`src/rtl/sent_crc_pkg.sv`:
```
// Shared types and constants for the SENT receive CRC engine.
package sent_crc_pkg;

   typedef enum logic [1:0] {
      FAST_AUG    = 2'd0,
      FAST_LEGACY = 2'd1,
      ENH         = 2'd2,
      RSVD        = 2'd3
   } crc_mode_e;

   typedef enum logic [1:0] {
      IDLE = 2'd0,
      ACC  = 2'd1,
      AUG  = 2'd2,
      RES  = 2'd3
   } crc_state_e;

   localparam int         CRC4_W     = 4;
   localparam int         CRC6_W     = 6;
   localparam logic [3:0] DEF_SEED4  = 4'b0101;
   localparam logic [5:0] DEF_SEED6  = 6'b010101;
   localparam logic [3:0] DEF_POLY4  = 4'hD;
   localparam logic [5:0] DEF_POLY6  = 6'h19;

   function automatic int crc_width(input crc_mode_e m);
      return (m == ENH) ? CRC6_W : CRC4_W;
   endfunction

endpackage

```
`src/rtl/sent_crc_nibble_step.sv`:
```
// One-nibble (4 unrolled bits, MSB first) CRC step and W-bit zero augmentation.
module sent_crc_nibble_step #(
   parameter int          W    = 4,
   parameter logic [W-1:0] POLY = '0
) (
   input  logic [W-1:0] state_i,
   input  logic [3:0]   nib_i,
   output logic [W-1:0] step_o,
   output logic [W-1:0] aug_o
);

   logic [W-1:0] nib_chain [0:4];
   logic [W-1:0] aug_chain [0:W];

   function automatic logic [W-1:0] bit_step(input logic [W-1:0] s, input logic d);
      return {s[W-2:0], d} ^ (s[W-1] ? POLY : '0);
   endfunction

   assign nib_chain[0] = state_i;
   assign aug_chain[0] = state_i;

   generate
      for (genvar gi = 0; gi < 4; gi++) begin : g_nib
         assign nib_chain[gi+1] = bit_step(nib_chain[gi], nib_i[3-gi]);
      end
      for (genvar gi = 0; gi < W; gi++) begin : g_aug
         assign aug_chain[gi+1] = bit_step(aug_chain[gi], 1'b0);
      end
   endgenerate

   assign step_o = nib_chain[4];
   assign aug_o  = aug_chain[W];

endmodule

```
`src/rtl/sent_rx_crc_engine.sv`:
```
// SENT receive CRC checker: nibble-serial CRC4/CRC6 with result pulse and error counters.
module sent_rx_crc_engine
   import sent_crc_pkg::*;
#(
   parameter int         MAX_NIB = 8,
   parameter logic [3:0] SEED4   = DEF_SEED4,
   parameter logic [5:0] SEED6   = DEF_SEED6,
   parameter logic [3:0] POLY4   = DEF_POLY4,
   parameter logic [5:0] POLY6   = DEF_POLY6,
   parameter int         CNT_W   = 16
) (
   input  logic             clk_rx,
   input  logic             reset_rx,
   input  logic [1:0]       mode_i,
   input  logic [3:0]       nib_i,
   input  logic             nib_valid_i,
   input  logic             nib_last_i,
   input  logic [5:0]       crc_rx_i,
   input  logic             abort_i,
   input  logic             cnt_clr_i,
   output logic             nib_ready_o,
   output logic             busy_o,
   output logic             result_valid_o,
   output logic             crc_ok_o,
   output logic [5:0]       crc_calc_o,
   output logic             len_err_o,
   output logic             mode_err_o,
   output logic [CNT_W-1:0] err_cnt_fast_o,
   output logic [CNT_W-1:0] err_cnt_enh_o
);

   crc_state_e       state_q, state_d;
   crc_mode_e        mode_q, mode_d;
   logic [5:0]       crc_q, crc_d;
   logic [3:0]       cnt_q, cnt_d;
   logic [5:0]       crc_rx_q, crc_rx_d;
   logic             len_flag_q, len_flag_d;
   logic             crc_ok_q, crc_ok_d;
   logic [5:0]       calc_q, calc_d;
   logic             len_err_q, len_err_d;
   logic             mode_err_q, mode_err_d;
   logic [CNT_W-1:0] err_fast_q, err_fast_d;
   logic [CNT_W-1:0] err_enh_q, err_enh_d;

   // In IDLE the first nibble is stepped against the seed of the incoming mode.
   crc_mode_e  step_mode;
   logic [3:0] st4_in, step4, aug4;
   logic [5:0] st6_in, step6, aug6;
   logic [5:0] step_val, aug_final;
   logic       accept, is_idle, aug_match;

   assign is_idle   = (state_q == IDLE);
   assign step_mode = is_idle ? crc_mode_e'(mode_i) : mode_q;
   assign st4_in    = is_idle ? SEED4 : crc_q[3:0];
   assign st6_in    = is_idle ? SEED6 : crc_q;

   sent_crc_nibble_step #(.W(CRC4_W), .POLY(POLY4)) u_step4 (
      .state_i (st4_in),
      .nib_i   (nib_i),
      .step_o  (step4),
      .aug_o   (aug4)
   );

   sent_crc_nibble_step #(.W(CRC6_W), .POLY(POLY6)) u_step6 (
      .state_i (st6_in),
      .nib_i   (nib_i),
      .step_o  (step6),
      .aug_o   (aug6)
   );

   assign step_val  = (crc_width(step_mode) == CRC6_W) ? step6 : {2'b00, step4};
   assign aug_final = (mode_q == FAST_AUG) ? {2'b00, aug4} :
                      (mode_q == ENH)      ? aug6 : crc_q;
   assign aug_match = (mode_q == ENH) ? (aug_final == crc_rx_q)
                                      : (aug_final[3:0] == crc_rx_q[3:0]);

   assign nib_ready_o = (state_q == IDLE) || (state_q == ACC);
   assign accept      = nib_valid_i && nib_ready_o;

   always_comb begin
      state_d    = state_q;
      mode_d     = mode_q;
      crc_d      = crc_q;
      cnt_d      = cnt_q;
      crc_rx_d   = crc_rx_q;
      len_flag_d = len_flag_q;
      crc_ok_d   = crc_ok_q;
      calc_d     = calc_q;
      len_err_d  = len_err_q;
      mode_err_d = mode_err_q;
      err_fast_d = err_fast_q;
      err_enh_d  = err_enh_q;

      unique case (state_q)
         IDLE: begin
            if (accept && !abort_i) begin
               mode_d     = crc_mode_e'(mode_i);
               crc_d      = step_val;
               cnt_d      = 4'd1;
               len_flag_d = 1'b0;
               if (nib_last_i) begin
                  crc_rx_d = crc_rx_i;
                  state_d  = AUG;
               end else begin
                  state_d  = ACC;
               end
            end
         end
         ACC: begin
            if (abort_i) begin
               state_d = IDLE;
            end else if (accept) begin
               crc_d = step_val;
               if (nib_last_i) begin
                  crc_rx_d = crc_rx_i;
                  state_d  = AUG;
               end else if (cnt_q == 4'(MAX_NIB)) begin
                  len_flag_d = 1'b1;
                  state_d    = AUG;
               end else begin
                  cnt_d = cnt_q + 4'd1;
               end
            end
         end
         AUG: begin
            if (abort_i) begin
               state_d = IDLE;
            end else begin
               crc_d      = aug_final;
               calc_d     = aug_final;
               len_err_d  = len_flag_q;
               mode_err_d = (mode_q == RSVD);
               crc_ok_d   = aug_match && !len_flag_q && (mode_q != RSVD);
               state_d    = RES;
            end
         end
         RES: begin
            state_d = IDLE;
            if (!crc_ok_q && !mode_err_q) begin
               if (mode_q == ENH) begin
                  if (err_enh_q != '1) err_enh_d = err_enh_q + 1'b1;
               end else begin
                  if (err_fast_q != '1) err_fast_d = err_fast_q + 1'b1;
               end
            end
         end
         default: state_d = IDLE;
      endcase

      // Clearing takes priority over an increment in the same cycle.
      if (cnt_clr_i) begin
         err_fast_d = '0;
         err_enh_d  = '0;
      end
   end

   always_ff @(posedge clk_rx) begin
      if (reset_rx) begin
         state_q    <= IDLE;
         mode_q     <= FAST_AUG;
         crc_q      <= '0;
         cnt_q      <= '0;
         crc_rx_q   <= '0;
         len_flag_q <= 1'b0;
         crc_ok_q   <= 1'b0;
         calc_q     <= '0;
         len_err_q  <= 1'b0;
         mode_err_q <= 1'b0;
         err_fast_q <= '0;
         err_enh_q  <= '0;
      end else begin
         state_q    <= state_d;
         mode_q     <= mode_d;
         crc_q      <= crc_d;
         cnt_q      <= cnt_d;
         crc_rx_q   <= crc_rx_d;
         len_flag_q <= len_flag_d;
         crc_ok_q   <= crc_ok_d;
         calc_q     <= calc_d;
         len_err_q  <= len_err_d;
         mode_err_q <= mode_err_d;
         err_fast_q <= err_fast_d;
         err_enh_q  <= err_enh_d;
      end
   end

   assign busy_o         = !is_idle;
   assign result_valid_o = (state_q == RES);
   assign crc_ok_o       = crc_ok_q;
   assign crc_calc_o     = calc_q;
   assign len_err_o      = len_err_q;
   assign mode_err_o     = mode_err_q;
   assign err_cnt_fast_o = err_fast_q;
   assign err_cnt_enh_o  = err_enh_q;

endmodule

```
`config.mk`:
```
export PLATFORM = sky130hd
export DESIGN_NAME = sent_rx_crc_engine
export DESIGN_NICKNAME = d
export VERILOG_FILES = /design/src/rtl/sent_crc_pkg.sv /design/src/rtl/sent_crc_nibble_step.sv /design/src/rtl/sent_rx_crc_engine.sv
export SDC_FILE = /design/constraint.sdc
export NUM_CORES = 1
export LEC_CHECK = 0
export ABC_AREA = 0
export BUFFER_PORTS_ARGS = -buffer_cell sky130_fd_sc_hd__clkbuf_2
export CAP_MARGIN = 25
export CORE_ASPECT_RATIO = 1.1
export CORE_MARGIN = 2
export CORE_UTILIZATION = 53
export DETAILED_ROUTE_END_ITERATION = 12
export PLACE_DENSITY = 0.76
export REMOVE_ABC_BUFFERS = 1
export SKIP_CTS_REPAIR_TIMING = 1
export SLEW_MARGIN = 20
export SYNTH_ARGS = -nofsm -noshare
export SYNTH_HDL_FRONTEND = slang
export SYNTH_SLANG_ARGS = --single-unit
```
`constraint.sdc`:
```
create_clock -name clk_rx -period 5.5 [get_ports clk_rx]
set_input_delay 0.55 -clock clk_rx [delete_from_list [all_inputs] [get_ports clk_rx]]
set_output_delay 0.55 -clock clk_rx [all_outputs]
set_load 0.01 [all_outputs]
```
==> impl_metrics.json <==
{
  "start_kind": "flip-flop",
  "max_freq_ghz": 0.397,
  "leakagePower_nw": 1.50,
  "ys_ff_latch": 62,
  "remaining_drc_errors": 0,
  "vias": 3028,
  "ir_drop_mv": 0.161,
  "final_layout_size_suffix_gt1_share_pct": 20.0,
  "fin_util_pct": 62.5,
  "cts.clk_slew.worst_paths_ns": 0.07,
  "clockBufferDepth": 2,
  "end_kind": "flip-flop",
  "sequentialPowerShare_pct": 48.9,
  "layout.nets": 479,
  "hold_path_class": "in2reg",
  "ys_warn_count": 0,
  "critical_path_required_ns": 5.76,
  "place_area_mm2": 0.00371,
  "antenna_found_initial": 0,
  "critPathMaxFanout": 13,
  "worst_slack_ns": 2.98,
  "dpl.cell_count": 526,
  "drt_pass1_iterations": 4,
  "ys_types": 61,
  "drtIter0Drc": 119,
  "timing.final.hold_violations": 0,
  "finalInstanceArea_mm2": 0.00389,
  "die_y_um": 88.4,
  "wl_per_cell_um": 14.4,
  "post-dp-hpwl_um": 5720,
  "core_area_mm2": 0.00623,
  "cts_buffers": 9,
  "area_delta_synth_final_pct": 13.4,
  "min_period_ns": 2.52,
  "grtUsageTotal_pct": 23.7,
  "finalNonFillerCells": 541,
  "ys.flop_type": "dfxtp_1",
  "switching_share_pct": 27.0,
  "pwr-share-comb_pct": 13.0,
  "setup_viol": 0,
  "preCtsSetupSlack_ns": 3.02,
  "rsz0062_at_grt": "no",
  "ios": 62,
  "async_flop_share_pct": 0,
  "syn_area_mm2": 0.00343,
  "p_int_mw": 0.711,
  "ant_nets": 0,
  "clock_latency_ns": 0.34,
  "drv_cap": 0,
  "synth_top_area_share_pct": 36.1,
  "grt_overflow": 0,
  "place.gp.congestion": 0.895,
  "worstMarginPinSlew_ns": 0.780,
  "slowest_stage": "or4_1",
  "initial_core_util_pct": 55.1,
  "slew_headroom_pct": 47.5,
  "yosysSeqAreaShare_pct": 36.1,
  "port_buffers": 61,
  "synth_area_leaders": "dfxtp_1 36%, xnor2_1 6.6%, nor2_1 6.3%",
  "critPathKind": "reg2reg",
  "htree_levels": 3,
  "cellPowerDensity_mw_per_mm2": 250,
  "grt_max_degree": 33,
  "vias_per_cell": 5.60,
  "synth_edf_count": 0,
  "cp_cell_sequence": "nor2b_2 -> nand2_1 -> or4_1 -> or3_1 -> a21oi_1",
  "grt_pass1_vias": 2810,
  "power_switching_mw": 0.262,
  "antenna-diode-count": 0,
  "cts_sinks": 62,
  "syn-instance-count": 411,
  "drv_slew": 0,
  "final_cell_mix": "62 x dfxtp_1, 61 x clkbuf_2, 58 x nor2_1",
  "die_x_um": 80.8,
  "tritoncts": "done",
  "fin_skew_ns": 0.00559,
  "status": "finished, final reports clean",
  "pwr-share-clk_pct": 38.1,
  "die_area_mm2": 0.00714,
  "wirelength_um": 7810,
  "rows": 30,
  "grt_pass1_wl_um": 13000,
  "final_common_cell": "dfxtp_1",
  "tns_ns": 0,
  "period_share_pct": 45.7,
  "syn_area_per_cell_um2": 8.36,
  "cts_root_buf": "clkbuf_8",
  "cpPeakStageDelay_ns": 0.65,
  "arrival_ns": 2.77,
  "synth_top_cell_by_area": "dfxtp_1"
}
## layer usage
| metal | up-vias | share of wire (%) | track usage, % |
|---|---|---|---|
| li1 | 1502 | - | - |
| met1 | 1402 | 42 | 29.2 |
| met2 | 112 | 49 | 39.3 |
| met3 | 12 | 6.8 | 5.20 |
| met4 | 0 | 2.2 | 11.4 |
| met5 | - | 0 | 0 |
## through the flow
stage | total power [mW] | hold WS, ns
finish | 0.973 | 0.434
global placement | 0.608 | 0.454
detailed placement | 0.611 | 0.459
global route | 1.02 | 0.432
CTS | 0.982 | 0.415
floorplan | 0.573 | 0.435
## layout make-up
cell class	count	area [um2]
Multi-Input combinational cell	307	2000
Sequential cell	62	1240
Fill cell	565	2340
Clock inverter	3	18.8
Clock buffer	12	165
Tap cell	80	100
Inverter	16	60.1
Timing Repair Buffer	61	305
## synth_stat cells, types with 5 or more instances
cell,count
buf_2,8
mux2i_1,11
o21ai_0,17
dfxtp_1,62
and2_1,5
nor2_1,58
a211oi_1,6
nand2b_1,8
inv_1,15
nand3_1,14
a21oi_1,27
or3_1,6
nand4_1,12
xor2_1,21
nand2_1,33
nor3_1,5
clkbuf_1,13
xnor2_1,26
## flip-flops by register name (all words and copies together) (netlist names)
signal and count:
cnt_q 4, crc_calc_o 6, crc_ok_o 1, crc_q 6, crc_rx_q 6, err_cnt_enh_o 16, err_cnt_fast_o 16, len_err_o 1
len_flag_q 1, mode_err_o 1, mode_q 2, state_q 2
## power groups by stage
stage / Sequential (mW) / Clock [mW] / Combinational, mW
global placement: 0.485 / 0 / 0.123
finish: 0.476 / 0.370 / 0.127
global route: 0.478 / 0.402 / 0.140
CTS: 0.476 / 0.380 / 0.126
detailed placement: 0.486 / 0 / 0.125
floorplan: 0.481 / 0 / 0.0916
## worst max-delay path, delay by kind of cell, from the launching register on
kind	cells	cell delay [ns]
AO/OA/AOI/OAI	1	0.16
flip-flops	1	0.61
AND/OR/NAND/NOR	4	1.68
## cell families after synthesis
family	count (synthesis)	share of synthesized area, %
multiplexers	12	3.53
XOR/XNOR	52	15.3
AND/OR/NAND/NOR	168	24.8
adder cells (fa/ha/maj)	4	1.46
AO/OA/AOI/OAI	71	13.3
buffers and inverters	42	5.54
flip-flops	62	36.1
## final timing paths
kind / start / endpoint / slack, ns / cells past startpoint
setup / recovery: mode_q[1] / err_cnt_enh_o[9] / 2.98 / 5
hold / removal: abort_i / state_q[1] / 0.43 / 2
setup reg to reg: mode_q[1] / err_cnt_enh_o[9] / 2.98 / 5
hold reg to reg: crc_calc_o[4] / crc_calc_o[4] / 0.47 / 2
(Power assumes the default switching activity.)
